### config.mk
export PLATFORM = sky130hd
export DESIGN_NAME = ifetch_prefetch_buf
export DESIGN_NICKNAME = d
export VERILOG_FILES = /design/src/rtl/cpu_pkg.sv /design/src/rtl/ifetch_fifo.sv /design/src/rtl/ifetch_prefetch_buf.sv
export SDC_FILE = /design/constraint.sdc
export NUM_CORES = 1
export LEC_CHECK = 0
export CORE_MARGIN = 1
export CORE_UTILIZATION = 53
export DETAILED_ROUTE_END_ITERATION = 16
export GPL_TIMING_DRIVEN = 0
export PLACE_DENSITY = 0.87
export SKIP_LAST_GASP = 1
export SYNTH_ARGS = -nofsm -noshare
export SYNTH_HDL_FRONTEND = slang
export SYNTH_HIERARCHICAL = 1
export SYNTH_SLANG_ARGS = --single-unit
### constraint.sdc
create_clock -name clk -period 4.52 [get_ports clk]
set_input_delay 0.904 -clock clk [delete_from_list [all_inputs] [get_ports clk]]
set_output_delay 0.904 -clock clk [all_outputs]
set_load 0.03 [all_outputs]
### src/rtl/cpu_pkg.sv
// Shared CPU-side constants plus the prefetch buffer state encoding.
package cpu_pkg;
  localparam int XLEN = 32;
  localparam logic [XLEN-1:0] RV_NOP = 32'h0000_0013;

  typedef enum logic {
    S_RUN   = 1'b0,
    S_DRAIN = 1'b1
  } pf_state_e;
endpackage

### src/rtl/ifetch_fifo.sv
// Synchronous instruction-word FIFO with flush; the head word is readable combinationally.
module ifetch_fifo
  import cpu_pkg::*;
#(
  parameter int DEPTH = 4
) (
  input  logic                   clk,
  input  logic                   rst_n,
  input  logic                   push_i,
  input  logic [XLEN-1:0]        wdata_i,
  input  logic                   pop_i,
  input  logic                   flush_i,
  output logic [XLEN-1:0]        rdata_o,
  output logic [$clog2(DEPTH):0] count_o
);
  localparam int AW = $clog2(DEPTH);
  localparam int CW = AW + 1;

  logic [XLEN-1:0] mem_q [DEPTH];
  logic [XLEN-1:0] mem_d [DEPTH];
  logic [AW-1:0]   wptr_q, wptr_d;
  logic [AW-1:0]   rptr_q, rptr_d;
  logic [CW-1:0]   count_q, count_d;

  always_comb begin
    mem_d   = mem_q;
    wptr_d  = wptr_q;
    rptr_d  = rptr_q;
    count_d = count_q;
    if (flush_i) begin
      wptr_d  = '0;
      rptr_d  = '0;
      count_d = '0;
    end else begin
      if (push_i) begin
        mem_d[wptr_q] = wdata_i;
        wptr_d        = wptr_q + AW'(1);
      end else begin
        wptr_d = wptr_q;
      end
      if (pop_i) begin
        rptr_d = rptr_q + AW'(1);
      end else begin
        rptr_d = rptr_q;
      end
      count_d = count_q + CW'(push_i) - CW'(pop_i);
    end
  end

  always_ff @(posedge clk or negedge rst_n) begin
    if (!rst_n) begin
      mem_q   <= '{default: '0};
      wptr_q  <= '0;
      rptr_q  <= '0;
      count_q <= '0;
    end else begin
      mem_q   <= mem_d;
      wptr_q  <= wptr_d;
      rptr_q  <= rptr_d;
      count_q <= count_d;
    end
  end

  assign rdata_o = mem_q[rptr_q];
  assign count_o = count_q;
endmodule

### src/rtl/ifetch_prefetch_buf.sv
// Sequential instruction prefetcher: streams words ahead of the PC into a FIFO and flushes
// on any PC redirect, discarding responses that were already in flight.
module ifetch_prefetch_buf
  import cpu_pkg::*;
#(
  parameter int              DEPTH    = 4,
  parameter logic [XLEN-1:0] RESET_PC = 32'h0000_0000
) (
  input  logic            clk,
  input  logic            rst_n,
  input  logic [XLEN-1:0] cpu_addr_i,
  output logic [XLEN-1:0] cpu_rdata_o,
  output logic            cpu_valid_o,
  input  logic            cpu_advance_i,
  output logic            mem_req_o,
  output logic [XLEN-1:0] mem_addr_o,
  input  logic            mem_gnt_i,
  input  logic            mem_rvalid_i,
  input  logic [XLEN-1:0] mem_rdata_i
);
  localparam int          CW      = $clog2(DEPTH) + 1;
  localparam logic [CW:0] DEPTH_W = (CW + 1)'(DEPTH);

  logic [XLEN-1:0] head_addr_q, head_addr_d;
  logic [XLEN-1:0] fetch_addr_q, fetch_addr_d;
  logic [XLEN-1:0] req_addr_q, req_addr_d;
  logic [CW-1:0]   outst_q, outst_d;
  logic [CW-1:0]   discard_q, discard_d;
  logic            req_pend_q, req_pend_d;
  logic            req_stale_q, req_stale_d;
  pf_state_e       state_q, state_d;

  logic [XLEN-1:0] fifo_rdata_s;
  logic [CW-1:0]   fifo_count_s;
  logic [XLEN-1:0] redirect_addr_s;
  logic            mismatch_s, hit_s, issue_s, gnt_s, push_s, pop_s, drop_s;
  logic            addr_lsb_unused_s;

  // The core may present a byte address; only the word index takes part in matching.
  assign addr_lsb_unused_s = ^cpu_addr_i[1:0];
  assign redirect_addr_s   = {cpu_addr_i[XLEN-1:2], 2'b00};
  assign mismatch_s        = cpu_addr_i[XLEN-1:2] != head_addr_q[XLEN-1:2];
  assign hit_s             = (fifo_count_s != '0) && !mismatch_s;
  assign cpu_valid_o       = hit_s && (state_q == S_RUN);
  assign cpu_rdata_o       = cpu_valid_o ? fifo_rdata_s : RV_NOP;

  // A held request stays on the bus; a new one needs FIFO room and a free in-flight slot.
  assign issue_s   = rst_n && !req_pend_q && !mismatch_s
                     && (({1'b0, fifo_count_s} + {1'b0, outst_q}) < DEPTH_W)
                     && (({1'b0, outst_q} + {1'b0, discard_q}) < DEPTH_W);
  assign mem_req_o  = req_pend_q || issue_s;
  assign mem_addr_o = req_pend_q ? req_addr_q : fetch_addr_q;
  assign gnt_s      = mem_req_o && mem_gnt_i;
  assign drop_s     = mem_rvalid_i && (discard_q != '0);
  assign push_s     = mem_rvalid_i && (discard_q == '0) && (outst_q != '0);
  assign pop_s      = cpu_valid_o && cpu_advance_i;

  always_comb begin
    head_addr_d  = head_addr_q;
    fetch_addr_d = fetch_addr_q;
    outst_d      = outst_q + CW'(gnt_s && !req_stale_q) - CW'(push_s);
    discard_d    = discard_q + CW'(gnt_s && req_stale_q) - CW'(drop_s);
    req_pend_d   = mem_req_o && !mem_gnt_i;
    req_addr_d   = mem_addr_o;
    req_stale_d  = req_stale_q && !gnt_s;
    if (gnt_s && !req_stale_q) begin
      fetch_addr_d = fetch_addr_q + 32'd4;
    end else begin
      fetch_addr_d = fetch_addr_q;
    end
    // Handshake accounting above is applied first; a redirect then retires everything live.
    if (mismatch_s) begin
      head_addr_d  = redirect_addr_s;
      fetch_addr_d = redirect_addr_s;
      discard_d    = discard_d + outst_d;
      outst_d      = '0;
      req_stale_d  = req_stale_d || req_pend_d;
    end else if (pop_s) begin
      head_addr_d = head_addr_q + 32'd4;
    end else begin
      head_addr_d = head_addr_q;
    end
    state_d = (discard_d != '0) ? S_DRAIN : S_RUN;
  end

  always_ff @(posedge clk or negedge rst_n) begin
    if (!rst_n) begin
      head_addr_q  <= RESET_PC;
      fetch_addr_q <= RESET_PC;
      req_addr_q   <= RESET_PC;
      outst_q      <= '0;
      discard_q    <= '0;
      req_pend_q   <= 1'b0;
      req_stale_q  <= 1'b0;
      state_q      <= S_RUN;
    end else begin
      head_addr_q  <= head_addr_d;
      fetch_addr_q <= fetch_addr_d;
      req_addr_q   <= req_addr_d;
      outst_q      <= outst_d;
      discard_q    <= discard_d;
      req_pend_q   <= req_pend_d;
      req_stale_q  <= req_stale_d;
      state_q      <= state_d;
    end
  end

  ifetch_fifo #(
    .DEPTH (DEPTH)
  ) u_fifo (
    .clk     (clk),
    .rst_n   (rst_n),
    .push_i  (push_s),
    .wdata_i (mem_rdata_i),
    .pop_i   (pop_s),
    .flush_i (mismatch_s),
    .rdata_o (fifo_rdata_s),
    .count_o (fifo_count_s)
  );
endmodule

Yosys cells after proc, flatten, opt, wreduce, memory -nomap -nowiden --
Index checks and enable logic that the tools add are counted. W data, S select, Z words.
Storage, ports and cells: bits in registers 240
Cells by class: add/subtract/negate cells 13, order comparisons 5, equal/unequal tests 1, multiplexer cells 21, bitwise gates (word level) 4, reductions and logical operators 32
Operators by type and width (number):
- $mux W32 | 9
- $bwmux W128 | 1
- $add A32 B3 Y32 const B | 2
- $bmux W32 S2 | 1
- $demux W32 S2 | 1
- $ne A30 B30 Y1 | 1
- $logic_and A1 B1 Y1 | 16
- $reduce_bool A3 Y1 | 4
- $add A3 B1 Y3 | 3
- $mux W3 | 3
- $sub A3 B1 Y3 | 3
- $add A3 B3 Y4 | 2
- $lt A4 B3 Y1 const B | 2
- $mux W2 | 4
- $ge A3 B3 Y1 const B | 2
- $not A2 Y3 | 2
- $reduce_bool A2 Y1 | 3
- $logic_not A1 Y1 | 5
- $add A2 B1 Y2 const B | 2
- $add A3 B3 Y3 | 1
- $logic_not A3 Y1 | 1
- $lt A3 B1 Y1 const B | 1
- $logic_or A1 B1 Y1 | 2
- $mux W1 | 2
- other kinds (2) | 3

Logic depth before layout (Yosys ltp) --
Gate-level depths: netlist of the first run.
word-level depth 14, depth in mapped cells 17, gate-level depth less buffers 15

By module --
The synthesis of the first run kept the hierarchy.
By module, submodules not included:
- ifetch_fifo | instances 1, cells each 346, area an instance 6267.3 um^2
- ifetch_prefetch_buf | instances 1, cells each 575, area an instance 6050.8 um^2

Worst setup path after synthesis of the first run --
OpenSTA, ideal clock, no wires.
kind input -> register, start in cpu_addr_i[23], end reg state_q, data arrival time 3.910 ns, required time 4.388 ns, path slack 0.478 ns, stages on the path 16, cells stage by stage xnor2_1 > nand4_1 > nor4_1 > buf_2 > a31o_2 > nand3_1 > ha_1 > inv_1 > ha_1 > inv_1 > fa_1 > inv_1 > fa_1 > xor2_1 > xnor2_1 > a22oi_1
On the way: word-level cells in the longest chain between the ends 14
Ends and longest elaborated chain:
- start: declaration | RTL line ifetch_prefetch_buf.sv:11 | input logic [XLEN-1:0] cpu_addr_i,
- $ne A30 B30 Y1 (*) | RTL line ifetch_prefetch_buf.sv:42 | assign mismatch_s = cpu_addr_i[XLEN-1:2] != head_addr_q[XLEN-1:2];
- $logic_not A1 Y1 (*) | RTL line ifetch_prefetch_buf.sv:48 | assign issue_s = rst_n && !req_pend_q && !mismatch_s
- $logic_and A1 B1 Y1 (*) | RTL line ifetch_prefetch_buf.sv:48
- $logic_and A1 B1 Y1 (*) | RTL line ifetch_prefetch_buf.sv:49 | && (({1'b0, fifo_count_s} + {1'b0, outst_q}) < DEPTH_W)
- $logic_and A1 B1 Y1 (*) | RTL line ifetch_prefetch_buf.sv:50 | && (({1'b0, outst_q} + {1'b0, discard_q}) < DEPTH_W);
- $logic_or A1 B1 Y1 (*) | RTL line ifetch_prefetch_buf.sv:51 | assign mem_req_o = req_pend_q || issue_s;
- named net mem_req_o | RTL line ifetch_prefetch_buf.sv:15 | output logic mem_req_o,
- $logic_and A1 B1 Y1 (*) | RTL line ifetch_prefetch_buf.sv:53 | assign gnt_s = mem_req_o && mem_gnt_i;
- $logic_and A1 B1 Y1 (on tied branches) | RTL line ifetch_prefetch_buf.sv:62, ifetch_prefetch_buf.sv:61
- $add A3 B1 Y3 (on tied branches) | RTL line ifetch_prefetch_buf.sv:62, ifetch_prefetch_buf.sv:61
- $sub A3 B1 Y3 (on tied branches) | RTL line ifetch_prefetch_buf.sv:62, ifetch_prefetch_buf.sv:61
- $add A3 B3 Y3 | RTL line ifetch_prefetch_buf.sv:75 | discard_d = discard_d + outst_d;
- $mux W3 (*) | RTL line ifetch_prefetch_buf.sv:72 | if (mismatch_s) begin
- $reduce_bool A3 Y1 (*) | RTL line ifetch_prefetch_buf.sv:83 | state_d = (discard_d != '0) ? S_DRAIN : S_RUN;
- $mux W1 (*) | RTL line ifetch_prefetch_buf.sv:83
- named net state_d | RTL line ifetch_prefetch_buf.sv:31 | pf_state_e state_q, state_d;
- end signal: assignment | RTL line ifetch_prefetch_buf.sv:104 | state_q <= state_d;
- end: declaration | RTL line ifetch_prefetch_buf.sv:31
The timed path passes the listed nets; every way through them passes the cells marked *. A chain may end at the register's enable or synchronous reset.

Final worst setup path of the first run --
start in cpu_addr_i[11], end reg state_q
On the way: word-level cells in the longest chain between the ends 14
Ends and longest elaborated chain (RTL line):
- $ne A30 B30 Y1 (*) | ifetch_prefetch_buf.sv:42
- $logic_not A1 Y1 | ifetch_prefetch_buf.sv:48
- $logic_and A1 B1 Y1 | ifetch_prefetch_buf.sv:48
- $logic_and A1 B1 Y1 | ifetch_prefetch_buf.sv:49
- $logic_and A1 B1 Y1 | ifetch_prefetch_buf.sv:50
- $logic_or A1 B1 Y1 | ifetch_prefetch_buf.sv:51
- $logic_and A1 B1 Y1 | ifetch_prefetch_buf.sv:53
- $logic_and A1 B1 Y1 (on tied branches) | ifetch_prefetch_buf.sv:62, ifetch_prefetch_buf.sv:61
- $add A3 B1 Y3 (on tied branches) | ifetch_prefetch_buf.sv:62, ifetch_prefetch_buf.sv:61
- $sub A3 B1 Y3 (on tied branches) | ifetch_prefetch_buf.sv:62, ifetch_prefetch_buf.sv:61
- $add A3 B3 Y3 | ifetch_prefetch_buf.sv:75
- $mux W3 (*) | ifetch_prefetch_buf.sv:72
- $reduce_bool A3 Y1 (*) | ifetch_prefetch_buf.sv:83
- $mux W1 (*) | ifetch_prefetch_buf.sv:83
- named net state_d | ifetch_prefetch_buf.sv:31
Marked as above.

==> impl_metrics.csv, run 1 <==
group,metric,value,unit
synthesis,syn-instance-count,921,
worst_setup_path,worstSetupPathType,"in -> reg",
finish,multi_input_area,0.00600,mm^2
worst_setup_path,r2r_start,"outst_q[1]",
finish,drive_gt1_share,28.0,%
detailed_routing,viasPerCell,5.97,
clock_network,cts_buffers,26,
floorplanning,ios,135,
floorplanning,core-area,0.0227,mm^2
run_status,outcome,"complete, no violations",
finish,layout-area-overhead-vs-synth,23.1,%
sta,hold_violations,0,
floorplanning,die_w,154,um
sta,finalSetupViolCount,0,
placement,portBuffers,132,
synthesis,synth_top_area_share,47.9,%
synthesis,synth_cell_types,64,
finish,final_cell_area,0.0152,mm^2
clock_network,cts_hold_buf,0,
synthesis,synth_edf_count,0,
sta,clock_skew,0.0204,ns
synthesis,synthXorXnorAreaFrac,6.58,%
sta,fin_crit,4.38,ns
power_and_ir_drop,p_per_area,326,mW/mm^2
synthesis,ys_top_cells_by_area,"dfrtp_1 (48%), mux2_2 (14%), mux4_1 (5.8%)",
finish,fillCellCount,1540,
worst_setup_path,cp_max_fo,5,
clock_network,cts.clk_slew.worst_paths,0.06,ns
synthesis,ys_dominant_reg_cell,"dfrtp_1",
synthesis,ys_seq_elements,236,
synthesis,synth_top_family_by_area,"multiplexers",
detailed_routing,num_vias,8318,
finish,utilization,66.8,%
clock_network,htreeDepth,1,
clock_network,cts_tree,"done",
worst_setup_path,arrival,4.83,ns
detailed_routing,drc,0,
worst_setup_path,startpoint_type,"input pin",
synthesis,yosysMostFrequentCell,"dfrtp_1",
synthesis,synth_area,0.0123,mm^2
synthesis,syn-mean-instance-area,13.4,um^2
finish,register_area,0.00591,mm^2
flow_run,maxCapViolCount,0,
synthesis,synth-compound-area-share,5.50,%
global_routing,grt_pass1_vias,8526,
floorplanning,row_count,55,
worst_hold_path,min_path_type,"in -> async",
detailed_routing,drt_iter0_drc,604,
clock_network,ctsLongestPathBuffers,3,
clock_network,cts_root_buf,"clkbuf_16",
detailed_routing,post_drt_wl_per_cell,21.6,um
global_routing,grtUsageTotal,24.9,%
finish,layout.cells.non_filler,1394,
placement,place_inst,1339,
synthesis,muxShareOfSynthArea,24.2,%
detailed_routing,ant_nets,0,
worst_setup_path,worstPathRequired,4.97,ns
power_and_ir_drop,power,4.94,mW
finish,final_nets,1179,
power_and_ir_drop,ir_drop,0.000271,V
placement,place_area,0.0140,mm^2
worst_setup_path,worstRegToRegCells,15,
synthesis,synthArstFlopShare,100,%
sta,final_max_slew_viol_count,0,
synthesis,synthAdderAreaFrac,2.38,%
worst_setup_path,setup.worst_path.start,"cpu_addr_i[11]",
synthesis,synth_top_cells_by_count,"dfrtp_1 (236), mux2_2 (148), xnor2_1 (69), a21oi_1 (55), and2_1 (37)",
floorplanning,die_area,0.0239,mm^2
worst_setup_path,reg2reg_to,"state_q",
synthesis,yosysTopAreaCell,"dfrtp_1",
sta,fmax,228,MHz
clock_network,cts.sinks,236,
worst_setup_path,end_kind,"flop",
global_routing,grt_max_degree,124,
synthesis,yosys_warnings,6,
worst_setup_path,endpoint,"state_q",
floorplanning,start_util,54.2,%
sta,fin_tns_setup,0,ns
clock_network,clk_latency,0.54,ns
power_and_ir_drop,power_leakage,7.45,nW
placement,place.detailed.hpwl,20.3,mm
detailed_routing,dr.pass1.iters,5,
finish,antenna_cells,0,
detailed_routing,routed_wl,30.2,mm
synthesis,seq_area_frac_synth,47.9,%
sta,relSlewSlack,50.9,%
sta,final.period_utilization,97.0,%
global_routing,grt_pass1_wl,46.4,mm
sta,worst_pin_slew,0.719,ns
synthesis,synth_simple_gate_area_share,9.41,%
global_routing,grt_remaining_overflow,0,
placement,gp_congestion,0.975,
floorplanning,die-height,154,um
global_routing,antenna_found_initial,0,
worst_setup_path,rrSetupSlack,0.43,ns
synthesis,synth_nets,1011,
how the worst min path moves through the flow:
| stage | from | endpoint | depth (start not counted) |
|---|---|---|---|
| floorplan | u_fifo/mem_q[2] | u_fifo/mem_q[2] | 1 |
| global placement | u_fifo/mem_q[3] | u_fifo/mem_q[3] | 1 |
| detailed placement | u_fifo/mem_q[3] | u_fifo/mem_q[3] | 1 |
| CTS | rst_n | req_addr_q[26] | 1 |
| global route | rst_n | req_addr_q[25] | 1 |
| finish | rst_n | fetch_addr_q[30] | 1 |
where the power goes:
group	leakage [nW]	internal [mW]	total, mW	switching (mW)
Sequential	3.07	2.17	2.24	0.0641
Clock	0.448	1.31	2.19	0.886
Combinational	3.92	0.234	0.517	0.283
Total	7.45	3.71	4.94	1.23
state kept, by name, summed over array words and instances (netlist names):
signal / count
req_addr_q: 32
u_fifo/wptr_q: 2
u_fifo/count_o: 3
req_pend_q: 1
req_stale_q: 1
outst_q: 3
head_addr_q: 30
fetch_addr_q: 30
u_fifo/rptr_q: 2
state_q: 1
discard_q: 3
u_fifo/mem_q: 128
placed cells by master (no fill, tap or decap), drive strengths merged, types with 16 or more instances in the layout:
| cell | Yosys | layout |
|---|---|---|
| dfrtp | 236 | 236 |
| mux2 | 181 | 181 |
| clkdlybuf4s50 | 0 | 94 |
| xnor2 | 69 | 69 |
| a21oi | 58 | 58 |
| clkbuf | 20 | 55 |
| buf | 32 | 42 |
| and2 | 38 | 38 |
| dlymetal6s2s | 0 | 33 |
| mux4 | 32 | 32 |
| inv | 21 | 23 |
| xor2 | 21 | 21 |
| nand4 | 20 | 20 |
| nand2 | 17 | 17 |
| ha | 17 | 17 |
| nand3 | 16 | 16 |
| nor2 | 16 | 16 |
cell type report:
class	instances	area share [%]
Multi-Input combinational cell	612	39.6
Sequential cell	236	38.9
Timing Repair Buffer	141	9.92
Clock buffer	36	5.07
Buffer	51	2.77
Tap cell	285	2.35
Clock inverter	12	0.866
Inverter	21	0.520
cell families after synthesis:
logic type / after synthesis
compound gates: 108
mux: 214
fa+ha+maj: 21
flops: 236
simple gates: 178
xor+xnor: 91
buf+inv: 73
per-layer routing:
layer  vias to the layer above  global-route usage, %  wire length, um
met5                         -                      0                0
met1                      4220                   32.4            12200
met4                         0                   7.50              958
met2                       305                   42.7            15100
li1                       3730                      -                -
met3                        63                   4.40             1830
repair_timing:
action,in CTS,in global routing
buffers inserted,0,8
pin swaps,0,8
resized for setup,15,43
endpoints found under the hold margin,0,0
endpoints found under the setup margin,34,30
stage by stage:
stage / hold slack (ns) / setup slack [ns]
final: 0.300 / 0.138
after global routing: 0.341 / -0.0134
after CTS: 0.340 / -0.0110
after detailed placement: 0.477 / -0.769
after global placement: 0.466 / -9.08
after floorplan: 0.456 / 0.478
worst max-delay path: stages:
cell and delay, ns:
clkdlybuf4s50_1 0.56, xnor2_1 0.14, nand4_1 0.20, nor4_4 0.42, buf_6 0.18, a31o_2 0.21
nand3_1 0.15, ha_1 0.31, inv_1 0.05, ha_1 0.13, inv_1 0.04, fa_1 0.47
inv_1 0.07, fa_1 0.47, xor2_2 0.21, xnor2_1 0.14, a22oi_1 0.16
Note: power is estimated with default switching activity, not from simulation.
==> run 2: changes to the inputs <==
--- a/config.mk
+++ b/config.mk
@@ -5,7 +5,7 @@
 export SDC_FILE = /design/constraint.sdc
 export NUM_CORES = 1
 export LEC_CHECK = 0
-export CORE_MARGIN = 1
+export CORE_MARGIN = 3
 export CORE_UTILIZATION = 53
 export DETAILED_ROUTE_END_ITERATION = 16
 export GPL_TIMING_DRIVEN = 0
==> run 2 against run 1 <==
  * Worst setup slack worse by 0.10 ns
  * First-iteration DRC count grew 8.6%
  * Worst hold slack worse by 0.071 ns
  * Largest power group unchanged
  * Sequential power about the same
  * Largest cell class unchanged
  * Power down 0.89%
  * Flip-flop and latch count did not move
  * Clock skew decreased by 0.0096 ns
  * Sequential share of layout area hardly changed
  * Highest routed layer unchanged
==> impl_metrics.csv, run 2 (same netlist as run 1, synthesis figures left out) <==
group,metric,value,unit
global_routing,grt_max_degree,56,
sta,relSlewSlack,51.9,%
clock_network,cts.sinks,236,
detailed_routing,drt_iter0_drc,656,
detailed_routing,post_drt_wl_per_cell,22.1,um
sta,clock_skew,0.0108,ns
global_routing,use_met2,41.6,%
global_routing,busiest_layer,"met2",
finish,final_nets,1182,
global_routing,grt_pass1_vias,8843,
global_routing,grtUsageMet1,32.4,%
worst_setup_path,setup.worst_path.start,"cpu_addr_i[24]",
floorplanning,ios,135,
clock_network,htreeDepth,1,
placement,place_area,0.0141,mm^2
finish,layout-area-overhead-vs-synth,23.1,%
detailed_routing,ant_nets,0,
global_routing,grtUsageTotal,24.3,%
global_routing,grt_remaining_overflow,0,
finish,top_regs,"u_fifo/mem_q (128), req_addr_q (32)",
power_and_ir_drop,power_leakage,7.19,nW
sta,rsz0062_at_grt,"yes",
floorplanning,die_area,0.0251,mm^2
finish,multi_input_area,0.00600,mm^2
finish,regMostFlops,"u_fifo/mem_q",
floorplanning,die-height,158,um
clock_network,cts_tree,"done",
clock_network,cts_hold_buf,0,
power_and_ir_drop,p_per_area,323,mW/mm^2
sta,fmax,223,MHz
finish,drive_gt1_share,27.2,%
detailed_routing,dr.pass1.iters,5,
sta,setup_slack,0.0349,ns
clock_network,clk_latency,0.53,ns
detailed_routing,drc,0,
placement,portBuffers,132,
sta,worst_pin_slew,0.718,ns
power_and_ir_drop,power,4.90,mW
detailed_routing,routed_wl,30.7,mm
placement,gp_congestion,0.913,
floorplanning,die_w,158,um
worst_setup_path,crit_path_frequent_cell,"inv_1",
worst_setup_path,startpoint_type,"input pin",
worst_setup_path,end_kind,"flop",
detailed_routing,num_vias,8394,
sta,fin_crit,4.49,ns
finish,final_cell_area,0.0152,mm^2
global_routing,antenna_found_initial,0,
sta,finalSetupViolCount,0,
placement,place.detailed.hpwl,20.7,mm
floorplanning,row_count,55,
worst_setup_path,cp_max_fo,7,
clock_network,ctsLongestPathBuffers,3,
finish,fillCellCount,1556,
power_and_ir_drop,ir_drop,0.000310,V
worst_setup_path,worstPathRequired,4.95,ns
sta,worst_hold_slack,0.229,ns
sta,hold_violations,0,
run_status,outcome,"complete, no violations",
finish,register_area,0.00591,mm^2
worst_setup_path,arrival,4.92,ns
detailed_routing,viasPerCell,6.03,
finish,final_cell_mix,"dfrtp_1 (236), mux2_2 (148), clkdlybuf4s50_1 (100)",
finish,final_common_cell,"dfrtp_1",
worst_setup_path,critPathSlowestCell,"clkdlybuf4s50_1",
floorplanning,start_util,54.2,%
global_routing,grt_pass1_wl,47.8,mm
worst_setup_path,r2r_start,"head_addr_q[7]",
global_routing,grt_use_met3,3.23,%
clock_network,cts.clk_slew.worst_paths,0.06,ns
worst_hold_path,min_path_type,"in -> async",
placement,dp_slack,-1.31,ns
flow_run,maxCapViolCount,0,
worst_setup_path,worstSetupPathType,"in -> reg",
sta,final.period_utilization,99.2,%
floorplanning,core-area,0.0227,mm^2
worst_setup_path,cp_cell_sequence,"clkdlybuf4s50_1 > xnor2_1 > nand4_1 > nor4_4 > buf_6 > a31o_2 > nand3_1 > ha_1 > inv_1 > ha_1 > inv_1 > fa_1 > inv_1 > fa_1 > xor2_2 > xnor2_1 > a22oi_1",
clock_network,cts_buffers,26,
sta,final_max_slew_viol_count,0,
clock_network,cts_root_buf,"clkbuf_16",
finish,largest_reg_flops,128,
worst_setup_path,max_stage_delay,0.53,ns
[run 2: changes by cell type in the layout (fill, tap and decap cells not counted), moves of 3 or more]
cell	before	now
dlygate4sd2_1	4	20
xnor2_1	64	67
clkbuf_8	16	12
clkdlybuf4s50_1	94	100
clkinv_2	6	2
clkbuf_1	9	12
xnor2_2	5	2
dlymetal6s2s_1	33	11
buf_4	17	14
[run 2: critical path: cells and delay by family]
| family | cells | cell delay [ns] |
|---|---|---|
| AOI/OAI and AO/OA | 2 | 0.40 |
| xor gates and xnor gates | 3 | 0.61 |
| adders and majority gates | 4 | 1.38 |
| buffers and inverters | 5 | 0.88 |
| and+or+nand+nor | 3 | 0.72 |
[run 2: cell type report]
cell class	instances	share of cell area [%]
clock inverter	7	0.842
sequential	236	39.0
buffer	51	2.80
multi-input combinational	612	39.6
tap	285	2.35
antenna	1	0.0165
inverter	21	0.520
clock buffer	35	4.78
timing repair buffer	144	10.2
[run 2: path summary, 6_finish.rpt]
kind / end / slack [ns] / depth (start not counted)
max: state_q / 0.03 / 17
min: req_addr_q[0] / 0.23 / 1
max reg2reg: state_q / 0.42 / 17
min reg2reg: req_addr_q[0] / 0.48 / 1
max in group asynchronous: u_fifo/mem_q[42] / 3.34 / 3
min in group clk: req_addr_q[0] / 0.48 / 1
[run 2: stage by stage]
stage,utilization [%],cells,TNS [ns]
floorplan,-,921,0
global placement,61.6,1338,-2052.46
global route,66.7,1391,-0.0844
CTS,65.9,1383,-0.119
detailed placement,61.9,1340,-16.96
finish,66.8,1392,0
[run 2: power breakdown]
part	internal, mW	switching, mW	leakage [nW]
clock network	1.29	0.841	0.418
logic	0.247	0.290	3.70
registers	2.17	0.0621	3.07
[run 2: routing by layer]
metal | vias to the layer above | share of wire, %
met4 | 0 | 2.6
met1 | 4276 | 41
met3 | 66 | 6.3
li1 | 3727 | -
met2 | 325 | 50
met5 | - | 0
[run 2: timing repair]
| item | 4_1_cts | 5_1_grt |
|---|---|---|
| cloned | 2 | 2 |
| setup buffers | 0 | 6 |
| pin swaps | 0 | 3 |
| setup endpoints to repair | 35 | 13 |
| resized for setup | 29 | 23 |
